`src/rtl/lsu_pkg.sv`:
```
// lsu_pkg: shared definitions for the load/store memory master.
//   - SZ_B/SZ_H/SZ_W/SZ_D : request size encodings (1/2/4/8 bytes)
//   - lsu_state_e         : control FSM states
//   - size_mask()         : byte-lane mask of an access before lane shifting
//   - misaligned()        : natural-alignment check of an access
package lsu_pkg;

  localparam logic [1:0] SZ_B = 2'd0;
  localparam logic [1:0] SZ_H = 2'd1;
  localparam logic [1:0] SZ_W = 2'd2;
  localparam logic [1:0] SZ_D = 2'd3;

  typedef enum logic [1:0] {
    ST_IDLE   = 2'd0,
    ST_ACCESS = 2'd1,
    ST_RESP   = 2'd2
  } lsu_state_e;

  function automatic logic [7:0] size_mask(input logic [1:0] size);
    logic [7:0] m;
    case (size)
      SZ_B:    m = 8'h01;
      SZ_H:    m = 8'h03;
      SZ_W:    m = 8'h0F;
      default: m = 8'hFF;
    endcase
    return m;
  endfunction

  // An access is aligned when its byte offset is a multiple of its size.
  function automatic logic misaligned(input logic [1:0] size, input logic [2:0] off);
    logic mis;
    case (size)
      SZ_H:    mis = (off[0] != 1'b0);
      SZ_W:    mis = (off[1:0] != 2'b00);
      SZ_D:    mis = (off != 3'b000);
      default: mis = 1'b0;
    endcase
    return mis;
  endfunction

endpackage

```
`src/rtl/lsu_load_align.sv`:
```
// lsu_load_align: moves the addressed bytes of a 64-bit read beat down to
// bit 0 and sign- or zero-extends them to 64 bits.
//   raw       in  64  read data beat from memory
//   byte_off  in  3   byte offset of the access inside the beat
//   size      in  2   access size (SZ_B/H/W/D)
//   is_signed in  1   sign-extend (ignored for doubles)
//   data      out 64  extracted, extended load result
module lsu_load_align
  import lsu_pkg::*;
(
  input  logic [63:0] raw,
  input  logic [2:0]  byte_off,
  input  logic [1:0]  size,
  input  logic        is_signed,
  output logic [63:0] data
);

  logic [63:0] shifted;

  always_comb begin
    shifted = raw >> {byte_off, 3'b000};
    case (size)
      SZ_B:    data = {{56{is_signed & shifted[7]}},  shifted[7:0]};
      SZ_H:    data = {{48{is_signed & shifted[15]}}, shifted[15:0]};
      SZ_W:    data = {{32{is_signed & shifted[31]}}, shifted[31:0]};
      default: data = shifted;
    endcase
  end

endmodule

```
`src/rtl/lsu_mem_master.sv`:
```
// lsu_mem_master: single-outstanding load/store initiator on a 64-bit memory port.
//
// Handshakes: a transfer happens on a rising clock edge where valid and ready
// are both high. Once resp_valid is raised, resp_rdata/resp_err stay stable
// until the edge where resp_ready is seen high.
//
// Ports:
//   clock, reset            clock, asynchronous active-low reset
//   req_valid/req_ready     request handshake (ready only in IDLE)
//   req_wen, req_addr, req_size, req_signed, req_wdata   request fields
//   resp_valid/resp_ready   response handshake
//   resp_rdata, resp_err    extended load data (0 for stores/errors), misaligned flag
//   mem_ren, mem_addr, mem_rData              read strobe, aligned address, read data
//   mem_wen, mem_wMask, mem_wData             write strobe, lane mask, lane-shifted data
//   dbg_state               current FSM state (lsu_state_e encoding)
//
// Flow: IDLE -> ACCESS (strobe held WAIT_CYCLES+1 cycles) -> RESP -> IDLE.
// Misaligned requests go IDLE -> RESP directly with no memory traffic.
module lsu_mem_master
  import lsu_pkg::*;
#(
  parameter int unsigned WAIT_CYCLES = 0,
  parameter int unsigned ADDR_W      = 64
)
(
  input  logic              clock,
  input  logic              reset,
  input  logic              req_valid,
  output logic              req_ready,
  input  logic              req_wen,
  input  logic [ADDR_W-1:0] req_addr,
  input  logic [1:0]        req_size,
  input  logic              req_signed,
  input  logic [63:0]       req_wdata,
  output logic              resp_valid,
  input  logic              resp_ready,
  output logic [63:0]       resp_rdata,
  output logic              resp_err,
  output logic              mem_ren,
  output logic [ADDR_W-1:0] mem_addr,
  input  logic [63:0]       mem_rData,
  output logic              mem_wen,
  output logic [7:0]        mem_wMask,
  output logic [63:0]       mem_wData,
  output logic [1:0]        dbg_state
);

  localparam logic [3:0] WAIT_CNT = 4'(WAIT_CYCLES);

  lsu_state_e        state_q, state_d;
  logic [3:0]        cnt_q, cnt_d;
  logic              wen_q, wen_d;
  logic [ADDR_W-1:0] addr_q, addr_d;
  logic [1:0]        size_q, size_d;
  logic              signed_q, signed_d;
  logic [63:0]       wdata_q, wdata_d;
  logic [63:0]       rdata_q, rdata_d;
  logic              err_q, err_d;
  logic [63:0]       load_data;

  lsu_load_align u_load_align (
    .raw       (mem_rData),
    .byte_off  (addr_q[2:0]),
    .size      (size_q),
    .is_signed (signed_q),
    .data      (load_data)
  );

  // State and captured-request registers.
  always_ff @(posedge clock or negedge reset) begin
    if (!reset) begin
      state_q  <= ST_IDLE;
      cnt_q    <= '0;
      wen_q    <= 1'b0;
      addr_q   <= '0;
      size_q   <= '0;
      signed_q <= 1'b0;
      wdata_q  <= '0;
      rdata_q  <= '0;
      err_q    <= 1'b0;
    end else begin
      state_q  <= state_d;
      cnt_q    <= cnt_d;
      wen_q    <= wen_d;
      addr_q   <= addr_d;
      size_q   <= size_d;
      signed_q <= signed_d;
      wdata_q  <= wdata_d;
      rdata_q  <= rdata_d;
      err_q    <= err_d;
    end
  end

  // Next-state and datapath capture.
  always_comb begin
    state_d  = state_q;
    cnt_d    = cnt_q;
    wen_d    = wen_q;
    addr_d   = addr_q;
    size_d   = size_q;
    signed_d = signed_q;
    wdata_d  = wdata_q;
    rdata_d  = rdata_q;
    err_d    = err_q;
    case (state_q)
      ST_IDLE: begin
        if (req_valid) begin
          wen_d    = req_wen;
          addr_d   = req_addr;
          size_d   = req_size;
          signed_d = req_signed;
          wdata_d  = req_wdata;
          rdata_d  = '0;
          if (misaligned(req_size, req_addr[2:0])) begin
            err_d   = 1'b1;
            state_d = ST_RESP;
          end else begin
            err_d   = 1'b0;
            cnt_d   = WAIT_CNT;
            state_d = ST_ACCESS;
          end
        end
      end
      ST_ACCESS: begin
        // The strobe stays up while the counter runs down; the read beat
        // is taken in the last strobe cycle.
        if (cnt_q == 4'd0) begin
          if (!wen_q) rdata_d = load_data;
          state_d = ST_RESP;
        end else begin
          cnt_d = cnt_q - 4'd1;
        end
      end
      ST_RESP: begin
        if (resp_ready) state_d = ST_IDLE;
      end
      default: state_d = ST_IDLE;
    endcase
  end

  // Outputs decoded purely from the current state and captured request.
  always_comb begin
    req_ready  = 1'b0;
    resp_valid = 1'b0;
    resp_rdata = '0;
    resp_err   = 1'b0;
    mem_ren    = 1'b0;
    mem_wen    = 1'b0;
    mem_addr   = '0;
    mem_wMask  = '0;
    mem_wData  = '0;
    dbg_state  = state_q;
    case (state_q)
      ST_IDLE: req_ready = 1'b1;
      ST_ACCESS: begin
        mem_addr = {addr_q[ADDR_W-1:3], 3'b000};
        if (wen_q) begin
          mem_wen   = 1'b1;
          mem_wMask = size_mask(size_q) << addr_q[2:0];
          mem_wData = wdata_q << {addr_q[2:0], 3'b000};
        end else begin
          mem_ren = 1'b1;
        end
      end
      ST_RESP: begin
        resp_valid = 1'b1;
        resp_rdata = rdata_q;
        resp_err   = err_q;
      end
      default: ;
    endcase
  end

endmodule
```
`config.mk`:
```
export PLATFORM = sky130hd
export DESIGN_NAME = lsu_mem_master
export DESIGN_NICKNAME = d
export VERILOG_FILES = /design/src/rtl/lsu_pkg.sv /design/src/rtl/lsu_load_align.sv /design/src/rtl/lsu_mem_master.sv
export SDC_FILE = /design/constraint.sdc
export NUM_CORES = 1
export LEC_CHECK = 0
export CORE_ASPECT_RATIO = 1.25
export CORE_MARGIN = 2
export CORE_UTILIZATION = 50
export DETAILED_ROUTE_END_ITERATION = 6
export GPL_TIMING_DRIVEN = 0
export PLACE_DENSITY = 0.89
export SLEW_MARGIN = 20
export SYNTH_ARGS = -nofsm -noshare
export SYNTH_HDL_FRONTEND = slang
export SYNTH_SLANG_ARGS = --single-unit
```
`constraint.sdc`:
```
create_clock -name clock -period 6.77 [get_ports clock]
set_input_delay 1.0155 -clock clock [delete_from_list [all_inputs] [get_ports clock]]
set_output_delay 1.0155 -clock clock [all_outputs]
set_load 0.05 [all_outputs]
```
==> reports/metrics.cfg, run 1 <==
[placement]
placed_cells_incl_taps=1935
dpl.hpwl_microns=37900
placement.io_buffers=403
finalWeightedCongestion=1.02

[route]
vias_per_cell=5.92
detailroute.via_count=11700
drt_wl_total_microns=49000
average_wire_per_cell_in_the_routed_design_microns=24.8
drt_pre_antenna_iters=6
drc=0
postRouteAntennaNets=0
detailedRoute.firstIterationViolations=938

[setup_path]
crit_path_end=mem_wData[5]
cp_common_cell=sky130_fd_sc_hd__nand2_1
worst-endpoint-arrival_ns=4.07
reg2reg_setup_slack_ns=3.82
crit_path_end_kind=output pin
critical_path_required_ns=5.75
cp-startpoint=dbg_state[0]$_DFFE_PN0P_
critPathMaxStageDelay_ns=0.81
timing.critical_path.fanout_max=10
worstRegToRegCells=8
crit_path_start_kind=flip-flop
critical-path-slowest-cell=sky130_fd_sc_hd__clkdlybuf4s50_1
worstReg2RegEnd=rdata_q[56]$_DFFE_PN0P_
path_depth=8
cp_cell_sequence=nor2b_1 > clkbuf_1 > nand2_1 > inv_1 > nand2_1 > nor2_1 > and2_1 > clkdlybuf4s50_1
cp.buffers_inverters=3
timing_worst_setup_path_type=flip-flop to output pin
timing.critical_path.max_delay_family=simple AND/OR/NAND/NOR gates
worst_r2r_startpoint=dbg_state[0]$_DFFE_PN0P_

[logic_synthesis]
synthesis.area_per_instance_sq_um=10.1
seq_total_area_yosys_pct=41.8
yosys_most_used_dff=sky130_fd_sc_hd__dfrtp_1
synth.yosys.warnings=0
postSynthCellCount=1203
ys_seq_elements=203
synthArstFlopShare_pct=100
synth-edff-count=0
synth.cell_area_sq_um=12200
synth.distinct_cells=53

[timing]
max-slew-margin-rel_pct=20.5
rsz0062_at_grt=false
report.final.setup_viol=0
final_max_slew_viol_count=0
max_freq_mhz=197
min_period_ns=5.09
timing.clock.skew_ns=0.0136
worst_pin_slew_ns=1.18
period_utilisation_layout_pct=75.1
finalHoldViolCount=0

[global_routing]
maximum_number_of_pins_on_one_net_before_global_route_repair=84
groute.layer.met1.usage_pct=43.4
busiest_layer=met2
grtUsageMet3_pct=8.48
grt_overflow_total=0
first_global_vias=12200
globalRouteMet2Util_pct=65.2
grt_pass1_wl_microns=72800
globalRouteTotalUtil_pct=38.2
grt_antenna_before_repair=3

[layout]
most-common-layout-cells=sky130_fd_sc_hd__clkdlybuf4s50_1 (402), sky130_fd_sc_hd__dfrtp_1 (203), sky130_fd_sc_hd__and2_1 (154), sky130_fd_sc_hd__mux2_2 (146), sky130_fd_sc_hd__nand2_1 (105)
area.growth.synth_to_final_pct=43.2
final-instance-count-excl-fill=1975
final_common_cell=sky130_fd_sc_hd__clkdlybuf4s50_1
nets=1836
drive_gt1_share_pct=16.3

[job]
drv.max_cap_violation_count=0

[cts]
tritoncts=built
worst_setup_hold_path_clk_slew_ns=0.06
clock_sinks=203
ctsLongestPathBuffers=3
cts_htree_levels=1
cts_repair_resize_count=0
clock_latency_ns=0.52
post_cts_hold_buffers=0
cts_buffers=22
root_buffer_selected_by_cts=sky130_fd_sc_hd__clkbuf_16
post_cts.repair.setup_buffers=0

[min_path]
worstHoldPathType=input port to async pin

[floorplan]
core_region_area_sq_um=23800
placementRows=63
dieHeight_microns=178
fp.dieW_microns=143
initial_util_pct=51.1
floorplan.die_area_sq_um=25600
ios=407

[power_and_ir_drop]
power_leakage_nw=7.17
finalPower_mw=8.30
vdd.ir_drop.worst_uv=356
power-per-cell-area_nw_per_um2=477

[run_status]
status=complete, no violations

[worst reg2reg max path: cells and delay by family, from the launching register on]
kind,cells,cell delay (ns)
compound gates,1,0.10
flops,1,0.49
simple gates,4,0.81
buf+inv,3,1.47
[registers in the layout (all words and copies together), names as in the netlist]
name and flops:
addr_q 64, rdata_q 64, wdata_q 64, cnt_q 4
dbg_state 2, size_q 2, err_q 1, signed_q 1
wen_q 1
[cell usage after synthesis (all sizes together), types with 2 or more instances]
cell type / instances / area [sq um]
a32o: 15 / 150
or2: 3 / 18.8
or3: 2 / 12.5
a22oi: 17 / 128
nand2b: 13 / 81.3
nand2: 105 / 394
o22ai: 24 / 150
a21o: 2 / 15.0
mux2: 150 / 1700
o211ai: 7 / 52.6
o21ai: 74 / 483
and2: 154 / 963
mux4: 15 / 338
nor3: 4 / 25.0
inv: 6 / 22.5
mux2i: 92 / 921
clkbuf: 66 / 248
dfrtp: 203 / 5080
nor2b: 20 / 125
buf: 36 / 206
a211oi: 34 / 255
a21oi: 49 / 245
ha: 2 / 25.0
nor2: 92 / 348
[stage by stage]
| stage | util (%) | hold slack (ns) | instance area, sq um | setup TNS [ns] | setup WS (ns) |
|---|---|---|---|---|---|
| global placement | 69.7 | 0.452 | 16600 | -791.38 | -3.93 |
| global route | 73.1 | 0.436 | 17400 | 0 | 1.40 |
| CTS | 73.1 | 0.408 | 17400 | 0 | 1.69 |
| finish | 73.1 | 0.403 | 17400 | 0 | 1.68 |
| detailed placement | 70.0 | 0.460 | 16700 | 0 | 2.24 |
| floorplan | - | 0.430 | 12200 | 0 | 2.39 |
[cell type report]
class,instances,area [sq um]
antenna,2,5.00
buffer,102,454
clock buffer,34,676
clock inverter,4,62.6
fill,1775,6400
inverter,6,22.5
multi-input combinational,894,6610
sequential,203,5080
tap,325,407
timing repair buffer,405,4090
[how the worst min path moves through the flow]
stage,startpoint,end,slack [ns],cells after the start
3_3_place_gp,rdata_q[33]$_DFFE_PN0P_,rdata_q[33]$_DFFE_PN0P_,0.45,2
5_1_grt,reset,rdata_q[49]$_DFFE_PN0P_,0.44,1
4_1_cts,reset,rdata_q[51]$_DFFE_PN0P_,0.41,1
6_report,reset,rdata_q[51]$_DFFE_PN0P_,0.40,1
2_1_floorplan,rdata_q[15]$_DFFE_PN0P_,rdata_q[15]$_DFFE_PN0P_,0.43,2
3_5_place_dp,rdata_q[33]$_DFFE_PN0P_,rdata_q[33]$_DFFE_PN0P_,0.46,2
[routing by layer]
| layer | up-vias | part of all wire, % |
|---|---|---|
| met1 | 5664 | 35 |
| met2 | 733 | 49 |
| met5 | - | 0.024 |
| met4 | 2 | 7.2 |
| met3 | 198 | 9.0 |
| li1 | 5091 | - |
[cells by family (layout without fill, tap and decap cells)]
group / after synthesis / after routing / share of synthesized area (%)
muxes: 257 / 257 / 24.3
DFF: 203 / 203 / 41.8
adders and majority gates: 2 / 2 / 0.206
other: 1 / 5 / 0.0309
AOI/OAI and AO/OA: 231 / 231 / 13.0
and+or+nand+nor: 399 / 399 / 16.6
xor gates and xnor gates: 2 / 2 / 0.144
buffers and inverters: 108 / 551 / 3.92
[where the power goes]
part | internal [mW] | switching (mW) | total [mW]
Clock | 0.726 | 0.514 | 1.24
Combinational | 1.87 | 3.01 | 4.88
Sequential | 1.77 | 0.408 | 2.18
Total | 4.36 | 3.94 | 8.30
Power figures use the tool's default switching activity.
==> run 2: changes to the inputs <==
- CORE_UTILIZATION: 50 -> 47
- PLACE_DENSITY: 0.89 -> 0.85
- clock period: 6.77 -> 5 ns (I/O delays scaled with it)
==> run 2 against run 1 <==
Hold slack worse by 0.29 ns. Critical path depth is 1 lower. Highest routed layer unchanged. Via count decreased by 0.72%. Critical endpoint is now mem_wData[39]. Routed wire length down 2.6%. Clock power up 35%. Die area increased by 6.2%. Register-to-register slack worse by 1.8 ns. Largest power group unchanged. Clock skew is 0.0035 ns lower.
==> reports/metrics.cfg, run 2 (synthesis gave the netlist of run 1 again) <==
[floorplan]
floorplan.die_area_sq_um=27200
ios=407
core_region_area_sq_um=25400
initial_util_pct=47.9
placementRows=65
fp.dieW_microns=148
dieHeight_microns=184

[timing]
worst_pin_slew_ns=0.987
holdWs_ns=0.117
max-slew-margin-rel_pct=33.7
timing.clock.skew_ns=0.0101
period_utilisation_layout_pct=96.4
final_max_slew_viol_count=0
report.final.setup_viol=0
min_period_ns=4.82
rsz0062_at_grt=false
max_freq_mhz=207
finalHoldViolCount=0

[cts]
ctsLongestPathBuffers=3
clock_sinks=203
cts_buffers=22
post_cts.repair.setup_buffers=0
cts_htree_levels=1
root_buffer_selected_by_cts=sky130_fd_sc_hd__clkbuf_16
clock_latency_ns=0.52
post_cts_hold_buffers=0
worst_setup_hold_path_clk_slew_ns=0.06
tritoncts=built

[placement]
placement.io_buffers=403
post_dp_cell_area_sq_um=16700
dpl.hpwl_microns=37400
placed_cells_incl_taps=1945
finalWeightedCongestion=0.969

[setup_path]
critical-path-slowest-cell=sky130_fd_sc_hd__clkdlybuf4s50_1
cp_cell_sequence=nor2b_1 > clkbuf_1 > nand2_1 > nor2_1 > clkbuf_1 > a32o_1 > clkdlybuf4s50_1
critPathMaxStageDelay_ns=0.82
reg2reg_setup_slack_ns=2.02
cp-startpoint=dbg_state[0]$_DFFE_PN0P_
timing_worst_setup_path_type=flip-flop to output pin
timing.critical_path.max_delay_family=buffers and inverters
crit_path_end_kind=output pin
worst-endpoint-arrival_ns=4.07
worst_r2r_startpoint=dbg_state[0]$_DFFE_PN0P_
timing.critical_path.fanout_max=10
crit_path_start_kind=flip-flop
cp.buffers_inverters=3
cp_common_cell=sky130_fd_sc_hd__clkbuf_1
critical_path_required_ns=4.25

[route]
vias_per_cell=5.85
detailroute.via_count=11600
detailedRoute.firstIterationViolations=910
postRouteAntennaNets=0
average_wire_per_cell_in_the_routed_design_microns=24.1
drt_pre_antenna_iters=5
drt_wl_total_microns=47800
drc=0

[global_routing]
grt_antenna_before_repair=2
globalRouteTotalUtil_pct=34.7
grt_pass1_wl_microns=71600
first_global_vias=12200
grt_overflow_total=0
maximum_number_of_pins_on_one_net_before_global_route_repair=83

[power_and_ir_drop]
vdd.ir_drop.worst_uv=422
power_leakage_nw=7.16
power-per-cell-area_nw_per_um2=640

[layout]
final_design_area_no_fill_sq_um=17400
drive_gt1_share_pct=16.4
area.growth.synth_to_final_pct=43.3
reg.largest.list=addr_q (64), rdata_q (64), wdata_q (64)
finish.utilization_pct=68.6
seq_area_sq_um=5080
nets=1836
final-instance-count-excl-fill=1983
area_of_the_multi_input_gates_sq_um=6610
final.fill_count=2030
most-common-layout-cells=sky130_fd_sc_hd__clkdlybuf4s50_1 (402), sky130_fd_sc_hd__dfrtp_1 (203), sky130_fd_sc_hd__and2_1 (154), sky130_fd_sc_hd__mux2_2 (146), sky130_fd_sc_hd__nand2_1 (105)
final_common_cell=sky130_fd_sc_hd__clkdlybuf4s50_1

[min_path]
worstHoldPathType=input port to async pin

[job]
drv.max_cap_violation_count=0

[run_status]
status=complete, no violations

## run 2: changes by cell type in the layout (fill, tap and decap cells not counted), sizes merged
cell	change
bufinv	+1
clkbuf	-4
clkinv	+3
diode	-1
inv	-1
## run 2: final cells by class
cell class	count	area share, %
Multi-Input combinational cell	894	38.0
Sequential cell	203	29.2
Timing Repair Buffer	405	23.5
Clock buffer	30	3.62
Buffer	102	2.61
Tap cell	335	2.41
Clock inverter	7	0.553
Inverter	6	0.129
Antenna cell	1	0.0144
## run 2: stage by stage
stage	power, mW	TNS [ns]	setup WS, ns
after global routing	11.7	0	0.0173
after detailed placement	9.37	0	0.670
after floorplan	7.22	0	0.881
after CTS	11.1	0	0.105
final	11.1	0	0.179
after global placement	9.25	-1102.59	-5.46
## run 2: routing by layer
metal,up-vias,global-route usage [%],wire length [microns]
li1,5079,-,-
met1,5643,38.6,16400
met2,708,61.0,23900
met3,172,8.11,4470
met4,2,19.5,2990
met5,-,0,13
## run 2: timing repair
| action | 4_1_cts | 5_1_grt |
|---|---|---|
| resized for setup | 0 | 1 |
| hold endpoints to repair | 0 | 0 |
| endpoints found under the setup margin | 0 | 9 |
## run 2: worst paths after layout
| check | endpoint | depth (start not counted) |
|---|---|---|
| setup / recovery | mem_wData[39] | 7 |
| hold / removal | rdata_q[50]$_DFFE_PN0P_ | 1 |
| setup reg to reg | rdata_q[60]$_DFFE_PN0P_ | 8 |
| hold reg to reg | rdata_q[58]$_DFFE_PN0P_ | 2 |
| max in group asynchronous | wdata_q[53]$_DFFE_PN0P_ | 3 |
| min in group clock | rdata_q[58]$_DFFE_PN0P_ | 2 |
## run 2: where the power goes
part / total [mW] / switching [mW] / internal, mW
clock network: 1.67 / 0.691 / 0.982
logic: 6.53 / 4.00 / 2.53
registers: 2.94 / 0.546 / 2.40
total: 11.1 / 5.23 / 5.91
